**src/rtl/lenet_pkg.sv**
```systemverilog
// Shared LeNet accelerator constants, the conv1 weight loader state encoding
// and a small helper used by the loader's read-issue logic.
package lenet_pkg;

   localparam int W1_TAPS       = 25;
   localparam int W1_DATA_W     = 48;
   localparam int W1_ADDR_W     = 5;
   localparam int W1_FIFO_DEPTH = 3;

   typedef enum logic [1:0] {
      LD_IDLE  = 2'd0,
      LD_FETCH = 2'd1,
      LD_DRAIN = 2'd2,
      LD_DONE  = 2'd3
   } w1_ld_state_e;

   // A new ROM read may be issued only if the word it returns is guaranteed
   // a FIFO slot, counting the one still in flight from the previous cycle.
   function automatic logic w1_has_room(input logic [1:0] count,
                                        input logic       inflight);
      return ({1'b0, count} + {2'b00, inflight}) < 3'(W1_FIFO_DEPTH);
   endfunction

endpackage

```
**src/rtl/w1_skid_fifo.sv**
```systemverilog
// Small circular FIFO holding {weight word, tap index} between the ROM read
// pipeline and the conv1 PE array. Simultaneous push and pop both take effect,
// including when full.
module w1_skid_fifo
   import lenet_pkg::*;
#(
   parameter int WIDTH = W1_DATA_W + W1_ADDR_W,
   parameter int DEPTH = W1_FIFO_DEPTH,
   parameter int CNT_W = $clog2(DEPTH + 1),
   parameter int PTR_W = $clog2(DEPTH)
) (
   input  logic             clk,
   input  logic             rst,
   input  logic             push,
   input  logic [WIDTH-1:0] push_data,
   input  logic             pop,
   output logic [WIDTH-1:0] pop_data,
   output logic             valid,
   output logic [CNT_W-1:0] count
);

   logic [WIDTH-1:0] mem_q [DEPTH];
   logic [WIDTH-1:0] mem_d [DEPTH];
   logic [PTR_W-1:0] wr_ptr_q, wr_ptr_d;
   logic [PTR_W-1:0] rd_ptr_q, rd_ptr_d;
   logic [CNT_W-1:0] count_q, count_d;
   logic             do_push;
   logic             do_pop;

   // Next-state for storage, pointers and occupancy.
   always_comb begin
      do_pop   = pop && (count_q != '0);
      do_push  = push && ((count_q != CNT_W'(DEPTH)) || do_pop);
      mem_d    = mem_q;
      wr_ptr_d = wr_ptr_q;
      rd_ptr_d = rd_ptr_q;
      count_d  = count_q;

      if (do_push) begin
         mem_d[wr_ptr_q] = push_data;
         wr_ptr_d = (wr_ptr_q == PTR_W'(DEPTH - 1)) ? '0 : wr_ptr_q + PTR_W'(1);
      end

      if (do_pop) begin
         rd_ptr_d = (rd_ptr_q == PTR_W'(DEPTH - 1)) ? '0 : rd_ptr_q + PTR_W'(1);
      end

      if (do_push && !do_pop) begin
         count_d = count_q + CNT_W'(1);
      end else if (!do_push && do_pop) begin
         count_d = count_q - CNT_W'(1);
      end
   end

   // Pointer and count registers; reset empties the FIFO.
   always_ff @(posedge clk) begin
      if (rst) begin
         wr_ptr_q <= '0;
         rd_ptr_q <= '0;
         count_q  <= '0;
      end else begin
         wr_ptr_q <= wr_ptr_d;
         rd_ptr_q <= rd_ptr_d;
         count_q  <= count_d;
      end
   end

   // Payload storage carries no reset; contents are ignored while empty.
   always_ff @(posedge clk) begin
      for (int i = 0; i < DEPTH; i++) begin
         mem_q[i] <= mem_d[i];
      end
   end

   assign pop_data = mem_q[rd_ptr_q];
   assign valid    = (count_q != '0);
   assign count    = count_q;

endmodule

```
**src/rtl/w1_loader.sv**
```systemverilog
// Streams the conv1 kernel taps from the external weight ROM to the PE array.
// Reads are issued only when a FIFO slot is guaranteed, so back-pressure from
// the PE array never reaches the ROM address combinationally.
//
//   state    | meaning
//   ---------+---------------------------------------------------------
//   LD_IDLE  | waiting for load_start, ROM address parked at 0
//   LD_FETCH | issuing one ROM read per cycle while FIFO room allows
//   LD_DRAIN | all reads issued, waiting for remaining taps to be taken
//   LD_DONE  | one-cycle load_done pulse, load_start ignored
module w1_loader
   import lenet_pkg::*;
#(
   parameter int NUM_TAPS = W1_TAPS,
   parameter int DATA_W   = W1_DATA_W,
   parameter int ADDR_W   = W1_ADDR_W
) (
   input  logic              clk,
   input  logic              rst,
   input  logic              load_start,
   output logic [ADDR_W-1:0] w1_raddr,
   input  logic [DATA_W-1:0] w1_rdata,
   output logic              w_valid,
   input  logic              w_ready,
   output logic [DATA_W-1:0] w_data,
   output logic [ADDR_W-1:0] w_tap,
   output logic              load_busy,
   output logic              load_done
);

   localparam int                FIFO_W   = DATA_W + ADDR_W;
   localparam logic [ADDR_W-1:0] LAST_TAP = ADDR_W'(NUM_TAPS - 1);

   w1_ld_state_e      state_q, state_d;
   logic [ADDR_W-1:0] tap_cnt_q, tap_cnt_d;
   logic [ADDR_W-1:0] acc_cnt_q, acc_cnt_d;
   logic [ADDR_W-1:0] raddr_q, raddr_d;
   logic [ADDR_W-1:0] itap_q, itap_d;
   logic              inflight_q, inflight_d;

   logic              issue;
   logic              pop;
   logic [1:0]        fifo_count;
   logic              fifo_valid;
   logic [FIFO_W-1:0] fifo_head;

   // Read issue decision depends only on registered state and occupancy.
   always_comb begin
      issue = (state_q == LD_FETCH) && w1_has_room(fifo_count, inflight_q);
   end

   // Sequencer, tap/accept counters and read pipeline next-state.
   always_comb begin
      state_d    = state_q;
      tap_cnt_d  = tap_cnt_q;
      acc_cnt_d  = acc_cnt_q;
      raddr_d    = raddr_q;
      inflight_d = issue;
      itap_d     = issue ? tap_cnt_q : itap_q;

      if (pop) begin
         acc_cnt_d = acc_cnt_q + ADDR_W'(1);
      end

      case (state_q)
         LD_IDLE: begin
            raddr_d   = '0;
            acc_cnt_d = '0;
            if (load_start) begin
               state_d   = LD_FETCH;
               tap_cnt_d = '0;
            end
         end
         LD_FETCH: begin
            if (issue) begin
               raddr_d   = tap_cnt_q;
               tap_cnt_d = tap_cnt_q + ADDR_W'(1);
               if (tap_cnt_q == LAST_TAP) begin
                  state_d = LD_DRAIN;
               end
            end
         end
         LD_DRAIN: begin
            if (pop && (acc_cnt_q == LAST_TAP)) begin
               state_d = LD_DONE;
            end
         end
         LD_DONE: begin
            state_d   = LD_IDLE;
            raddr_d   = '0;
            tap_cnt_d = '0;
         end
         default: begin
            state_d = LD_IDLE;
         end
      endcase
   end

   // State registers; reset drops any read still in flight.
   always_ff @(posedge clk) begin
      if (rst) begin
         state_q    <= LD_IDLE;
         tap_cnt_q  <= '0;
         acc_cnt_q  <= '0;
         raddr_q    <= '0;
         itap_q     <= '0;
         inflight_q <= 1'b0;
      end else begin
         state_q    <= state_d;
         tap_cnt_q  <= tap_cnt_d;
         acc_cnt_q  <= acc_cnt_d;
         raddr_q    <= raddr_d;
         itap_q     <= itap_d;
         inflight_q <= inflight_d;
      end
   end

   assign pop = fifo_valid && w_ready;

   w1_skid_fifo #(
      .WIDTH (FIFO_W),
      .DEPTH (W1_FIFO_DEPTH),
      .CNT_W (2)
   ) u_fifo (
      .clk       (clk),
      .rst       (rst),
      .push      (inflight_q),
      .push_data ({w1_rdata, itap_q}),
      .pop       (pop),
      .pop_data  (fifo_head),
      .valid     (fifo_valid),
      .count     (fifo_count)
   );

   // The address being read this cycle is shown directly; otherwise the last one is held.
   assign w1_raddr  = issue ? tap_cnt_q : raddr_q;
   assign w_valid   = fifo_valid;
   assign w_data    = fifo_head[FIFO_W-1:ADDR_W];
   assign w_tap     = fifo_head[ADDR_W-1:0];
   assign load_busy = (state_q != LD_IDLE);
   assign load_done = (state_q == LD_DONE);

endmodule

```
**config.mk**
```make
export PLATFORM = sky130hd
export DESIGN_NAME = w1_loader
export DESIGN_NICKNAME = d
export VERILOG_FILES = /design/src/rtl/lenet_pkg.sv /design/src/rtl/w1_skid_fifo.sv /design/src/rtl/w1_loader.sv
export SDC_FILE = /design/constraint.sdc
export NUM_CORES = 1
export LEC_CHECK = 0
export ABC_AREA = 0
export CAP_MARGIN = 20
export CORE_ASPECT_RATIO = 1.25
export CORE_MARGIN = 2
export CORE_UTILIZATION = 24
export CTS_BUF_LIST = sky130_fd_sc_hd__clkbuf_8
export DETAILED_ROUTE_END_ITERATION = 8
export DONT_BUFFER_PORTS = 1
export GPL_ROUTABILITY_DRIVEN = 0
export GPL_TIMING_DRIVEN = 0
export SLEW_MARGIN = 20
export SYNTH_ARGS = -nofsm -noshare
export SYNTH_HDL_FRONTEND = slang
export SYNTH_SLANG_ARGS = --single-unit
```
**constraint.sdc**
```tcl
create_clock -name clk -period 9.4 [get_ports clk]
set_input_delay 2.35 -clock clk [delete_from_list [all_inputs] [get_ports clk]]
set_output_delay 2.35 -clock clk [all_outputs]
set_load 0.02 [all_outputs]
```
==> flow_metrics.env, run 1 <==
export IMPL_hold_viol=0
export IMPL_yosysWarnings=0
export IMPL_gr_total_overflow=0
export IMPL_placed_cells=910
export IMPL_cp_required_ns=7.05
export IMPL_vdd_drop_max_mv=0.122
export IMPL_drive_above_1_share_pct=16.1
export IMPL_io_buffers=0
export IMPL_syn_avg_cell_area_sq_um=15.0
export IMPL_max_slew_margin_pct=23.4
export IMPL_pin_count=113
export IMPL_final_core_util_pct=27.9
export IMPL_post_dp_hpwl_mm=10.8
export IMPL_synthCells=491
export IMPL_cts_hold_buf=0
export IMPL_fmax_mhz=212
export IMPL_routed_wl_mm=15.6
export IMPL_diodes=0
export IMPL_syn_area_sq_um=7360
export IMPL_status="completed"
export IMPL_p_per_area_nw_per_um2=244
export IMPL_numCtsBuffers=17
export IMPL_clockBufferDepth=2
export IMPL_gr_usage_all_layers_pct=9.94
export IMPL_yosysTopAreaCell="edfxtp_1"
export IMPL_cts_reportedPaths_clkPinSlew_ns=0.11
export IMPL_first_pass_iters=4
export IMPL_grt_max_degree=37
export IMPL_crit_path_max_fanout=10
export IMPL_seqCellArea_sq_um=5360
export IMPL_vias_per_cell=4.19
export IMPL_final_common_cell="edfxtp_1"
export IMPL_tightest_slew_ns=1.14
export IMPL_first_iter_violations=200
export IMPL_worstSetupPathType="reg -> out"
export IMPL_cts_root_buf="clkbuf_8"
export IMPL_fin_crit_sh_pct=50.3
export IMPL_dieArea_sq_um=32100
export IMPL_yosys_most_used_dff="edfxtp_1"
export IMPL_async_flop_share_pct=0
export IMPL_cp_start_kind="flip-flop"
export IMPL_drc=0
export IMPL_synth_seq_cells=188
export IMPL_stdcell_count=942
export IMPL_multi_input_area_sq_um=1830
export IMPL_postCtsResizedCells=0
export IMPL_area_growth_pct=14.3
export IMPL_vias=3944
export IMPL_synth_edff_count=159
export IMPL_setup_viol=0
export IMPL_cap_viol_max_count=0
export IMPL_layout_common_cells="159 x edfxtp_1, 61 x nand2_1, 54 x mux2i_1, 54 x o21ai_0, 29 x dfxtp_1"
export IMPL_grt_pass1_vias=3968
export IMPL_synth_cell_type_count=44
export IMPL_die_x_um=161
export IMPL_rsz0062_at_grt="no"
export IMPL_ant_nets=0
export IMPL_synth_top_cell_area_share_pct=64.9
export IMPL_hold_class="reg -> reg"
export IMPL_arrival_ns=2.38
export IMPL_finClkSkew_ns=0.0214
export IMPL_final_cell_area_sq_um=8410
export IMPL_postPlaceCellArea_sq_um=8020
export IMPL_synth_area_leaders="edfxtp_1 65%, dfxtp_1 7.9%, mux2i_1 7.3%"
export IMPL_antenna_found_initial=0
export IMPL_cts_max_level=4
export IMPL_power_w=0.00205
export IMPL_start_util_pct=24.4
export IMPL_period_needed_ns=4.73
export IMPL_rows=71
export IMPL_nets=592
export IMPL_ys_seq_area_share_pct=72.8
export IMPL_crit_path_end_kind="primary output"
export IMPL_clock_latency_ns=0.46
export IMPL_leakagePower_nw=2.65
export IMPL_wire_per_inst_um=16.6
export IMPL_synth_fp_nets=555
export IMPL_die_h_um=200
export IMPL_fillers=3048
export IMPL_core_sq_um=30100
export IMPL_finalSetupTns_ns=0
export IMPL_clkSinkCount=188
export IMPL_post_cts_buffers=0
export IMPL_cts_tree="done"
export IMPL_slew_violations=0
export IMPL_grt_pass1_wl_mm=23.2
[through the flow]
stage	setup WS (ns)	hold WS (ns)
floorplan	0.720	0.443
global placement	-4.15	0.456
detailed placement	4.86	0.476
CTS	4.58	0.497
global route	4.52	0.526
finish	4.67	0.492
[path summary, 6_finish.rpt]
kind | start | endpoint | slack [ns] | depth (start not counted)
hold / removal | itap_q[4] | itap_q[4] | 0.49 | 2
setup reg to reg | u_fifo.count[0] | u_fifo.mem_q[133] | 6.89 | 6
hold reg to reg | itap_q[4] | itap_q[4] | 0.49 | 2
setup / recovery | u_fifo.rd_ptr_q[0] | w_data[4] | 4.67 | 4
[per-layer routing]
layer / GRT usage [%] / share of wire, % / vias up
met5: 0 / 0 / -
met4: 4.30 / 2.2 / 0
met3: 3.95 / 7.0 / 19
met2: 17.7 / 51 / 92
met1: 10.5 / 39 / 1934
li1: - / - / 1899
[synth_stat cells (2+ instances only)]
library cell,n
edfxtp_1,159
nand2_1,61
mux2i_1,54
o21ai_0,54
dfxtp_1,29
a21oi_1,12
ha_1,12
nor2_1,11
buf_2,10
inv_1,10
clkbuf_1,7
a21bo_2,6
nor3_1,6
a32o_1,5
nand3_1,5
xor2_1,5
buf_4,4
nand4b_1,4
xnor2_1,4
a211oi_1,3
buf_6,3
nor3b_1,3
a21oi_2,2
nand4_1,2
[power breakdown]
group | leakage, nW | total [W] | internal [W] | switching (W)
Combinational | 0.765 | 0.000520 | 0.000157 | 0.000364
Clock | 0.206 | 0.000526 | 0.000221 | 0.000305
Sequential | 1.68 | 0.00101 | 0.000977 | 0.0000287
[area by class of cell]
cell class | instances | share of cell area, %
buffer | 24 | 1.67
clock buffer | 17 | 2.78
clock inverter | 15 | 1.86
inverter | 11 | 0.551
multi-input combinational | 268 | 21.8
sequential | 188 | 63.7
tap | 401 | 5.97
timing repair buffer | 18 | 1.73
[worst max-delay path: stages, from the launching register on]
cell	delay, ns
dfxtp_1	0.35
buf_2	0.29
buf_4	0.30
mux2i_1	0.10
o21ai_0	0.88
[cell families (layout without fill, tap and decap cells)]
logic type,after synthesis,count (layout),share of synthesized area (%)
DFF,188,188,72.8
and+or+nand+nor,103,103,6.61
AOI/OAI and AO/OA,90,90,7.65
muxes,54,54,7.35
buffers and inverters,35,85,2.50
adders and majority gates,12,12,2.04
xor gates and xnor gates,9,9,1.07
[registers in the layout, indices dropped and copies added, names as in the netlist]
signal	flops
state_q	2
tap_cnt_q	5
inflight_q	1
acc_cnt_q	5
u_fifo.wr_ptr_q	2
u_fifo.rd_ptr_q	2
u_fifo.mem_q	159
raddr_q	5
itap_q	5
u_fifo.count	2
Power figures use the tool's default switching activity.
==> run 2: changes to the inputs <==
==> constraint.sdc (replaced) <==
create_clock -name clk -period 4.3 [get_ports clk]
set_input_delay 1.075 -clock clk [delete_from_list [all_inputs] [get_ports clk]]
set_output_delay 1.075 -clock clk [all_outputs]
set_load 0.02 [all_outputs]
==> run 2 against run 1 <==
Against the previous run:
- cell count decreased by 0.74%
- sequential power increased by 120%
- global-route usage up 0.10 points
- worst setup slack worse by 3.7 ns
- wire length increased by 1.4%
- sequential cell count is the same
- critical path type unchanged
- largest cell class unchanged
==> flow_metrics.env, run 2 (synthesized netlist as in run 1, its figures left out) <==
export IMPL_status="completed"
export IMPL_hold_viol=0
export IMPL_nets=585
export IMPL_numCtsBuffers=17
export IMPL_final_cell_area_sq_um=8390
export IMPL_postPlaceCellArea_sq_um=8020
export IMPL_slowest_delay_ns=0.74
export IMPL_final_core_util_pct=27.9
export IMPL_cts_reportedPaths_clkPinSlew_ns=0.10
export IMPL_cap_viol_max_count=0
export IMPL_finClkSkew_ns=0.0181
export IMPL_fin_crit_sh_pct=77.7
export IMPL_first_pass_iters=4
export IMPL_period_needed_ns=3.34
export IMPL_gr_total_overflow=0
export IMPL_final_common_cell="edfxtp_1"
export IMPL_core_sq_um=30100
export IMPL_post_dp_hpwl_mm=10.8
export IMPL_drc=0
export IMPL_p_clk_share_pct=25.1
export IMPL_io_buffers=0
export IMPL_vias=3893
export IMPL_diodes=0
export IMPL_clkSinkCount=188
export IMPL_reg2regPathDepth=5
export IMPL_leakagePower_nw=2.60
export IMPL_placed_cells=903
export IMPL_die_x_um=161
export IMPL_largest_register_ff_count=159
export IMPL_min_path_cells=2
export IMPL_cpMaxStageDelayCell="o21ai_0"
export IMPL_routed_wl_mm=15.8
export IMPL_r2r_end="u_fifo.mem_q[47]"
export IMPL_arrival_ns=2.27
export IMPL_grt_pass1_wl_mm=23.3
export IMPL_grt_pass1_vias=3803
export IMPL_setup_viol=0
export IMPL_holdPathEnd="itap_q[4]"
export IMPL_seq_power_share_pct=49.3
export IMPL_cp_start_kind="flip-flop"
export IMPL_cts_max_level=4
export IMPL_rsz0062_at_grt="no"
export IMPL_max_slew_margin_pct=36.2
export IMPL_grt_max_degree=37
export IMPL_gr_usage_all_layers_pct=10.0
export IMPL_crit_path_max_fanout=10
export IMPL_area_growth_pct=14.1
export IMPL_hold_class="reg -> reg"
export IMPL_layout_common_cells="159 x edfxtp_1, 61 x nand2_1, 54 x mux2i_1"
export IMPL_dieArea_sq_um=32100
export IMPL_worstSetupPathType="reg -> out"
export IMPL_p_int_w=0.00295
export IMPL_p_switching_w=0.00152
export IMPL_p_per_area_nw_per_um2=532
export IMPL_post_cts_buffers=0
export IMPL_vdd_drop_max_mv=0.320
export IMPL_ant_nets=0
export IMPL_cp_required_ns=3.22
export IMPL_clockBufferDepth=2
export IMPL_path_cells="buf_2 -> buf_4 -> mux2i_1 -> o21ai_0"
export IMPL_tightest_slew_ns=0.947
export IMPL_slew_violations=0
export IMPL_vias_per_cell=4.16
export IMPL_rrSetupSlack_ns=2.13
export IMPL_finalSetupTns_ns=0
export IMPL_antenna_found_initial=0
export IMPL_start_util_pct=24.4
export IMPL_cpLargestDelayFamily="compound AO/OA/AOI/OAI gates"
export IMPL_fmax_mhz=299
export IMPL_crit_buf_inv=2
export IMPL_rows=71
export IMPL_cts_hold_buf=0
export IMPL_swShare_pct=33.9
export IMPL_wire_per_inst_um=16.9
export IMPL_first_iter_violations=184
export IMPL_stdcell_count=935
export IMPL_power_w=0.00447
export IMPL_min_from="itap_q[4]"
export IMPL_top_register="u_fifo.mem_q"
export IMPL_clock_latency_ns=0.48
export IMPL_pin_count=113
export IMPL_comb_power_share_pct=25.6
export IMPL_cts_root_buf="clkbuf_8"
export IMPL_drive_above_1_share_pct=14.8
export IMPL_crit_reg2reg_launch="u_fifo.count[0]"
export IMPL_postCtsResizedCells=0
export IMPL_crit_path_end_kind="primary output"
export IMPL_cts_tree="done"
export IMPL_die_h_um=200
run 2: per-layer routing:
layer  global-route usage [%]  part of all wire, %  wire [um]  vias to the layer above
li1                         -                    -          -                     1885
met1                     11.2                   41       6410                     1901
met2                     16.8                   50       7890                       94
met3                     5.00                  8.0       1260                       13
met4                     3.37                  1.6        248                        0
met5                        0                    0          0                        -
run 2: final cells by class:
class / instances / area (sq um)
multi-input combinational: 268 / 1850
buffer: 24 / 140
sequential: 188 / 5360
clock buffer: 17 / 234
fill: 3056 / 21700
tap: 401 / 502
inverter: 11 / 46.3
clock inverter: 15 / 139
timing repair buffer: 11 / 133
run 2: worst max path at each step:
| stage | slack (ns) | startpoint | cells after the start | to |
|---|---|---|---|---|
| after detailed placement | 1.31 | u_fifo.rd_ptr_q[0] | 4 | w_data[3] |
| after CTS | 0.74 | u_fifo.rd_ptr_q[0] | 4 | w_data[3] |
| after floorplan | 0.32 | w_ready | 3 | u_fifo.mem_q[0] |
| final | 0.96 | u_fifo.rd_ptr_q[0] | 4 | w_data[2] |
| after global placement | -1.47 | w_ready | 3 | u_fifo.mem_q[38] |
| after global routing | 0.71 | u_fifo.rd_ptr_q[1] | 6 | w_data[3] |
run 2: stage by stage:
stage | worst slack, ns | hold slack [ns]
3_5_place_dp | 1.31 | 0.473
3_3_place_gp | -1.47 | 0.452
4_1_cts | 0.742 | 0.494
2_1_floorplan | 0.320 | 0.443
5_1_grt | 0.711 | 0.523
6_report | 0.957 | 0.494
run 2: power groups by stage:
stage / clock network, W / logic [W] / registers [W]
floorplan: 0 / 0.000897 / 0.00223
global placement: 0 / 0.00113 / 0.00225
detailed placement: 0 / 0.00117 / 0.00225
CTS: 0.00117 / 0.00117 / 0.00220
global route: 0.00123 / 0.00125 / 0.00222
finish: 0.00112 / 0.00114 / 0.00220
run 2: tightest hold or removal path, delay by kind of cell (launching register included):
| family | cells | cell delay, ns |
|---|---|---|
| simple gates | 1 | 0.06 |
| compound gates | 1 | 0.05 |
| flops | 1 | 0.35 |
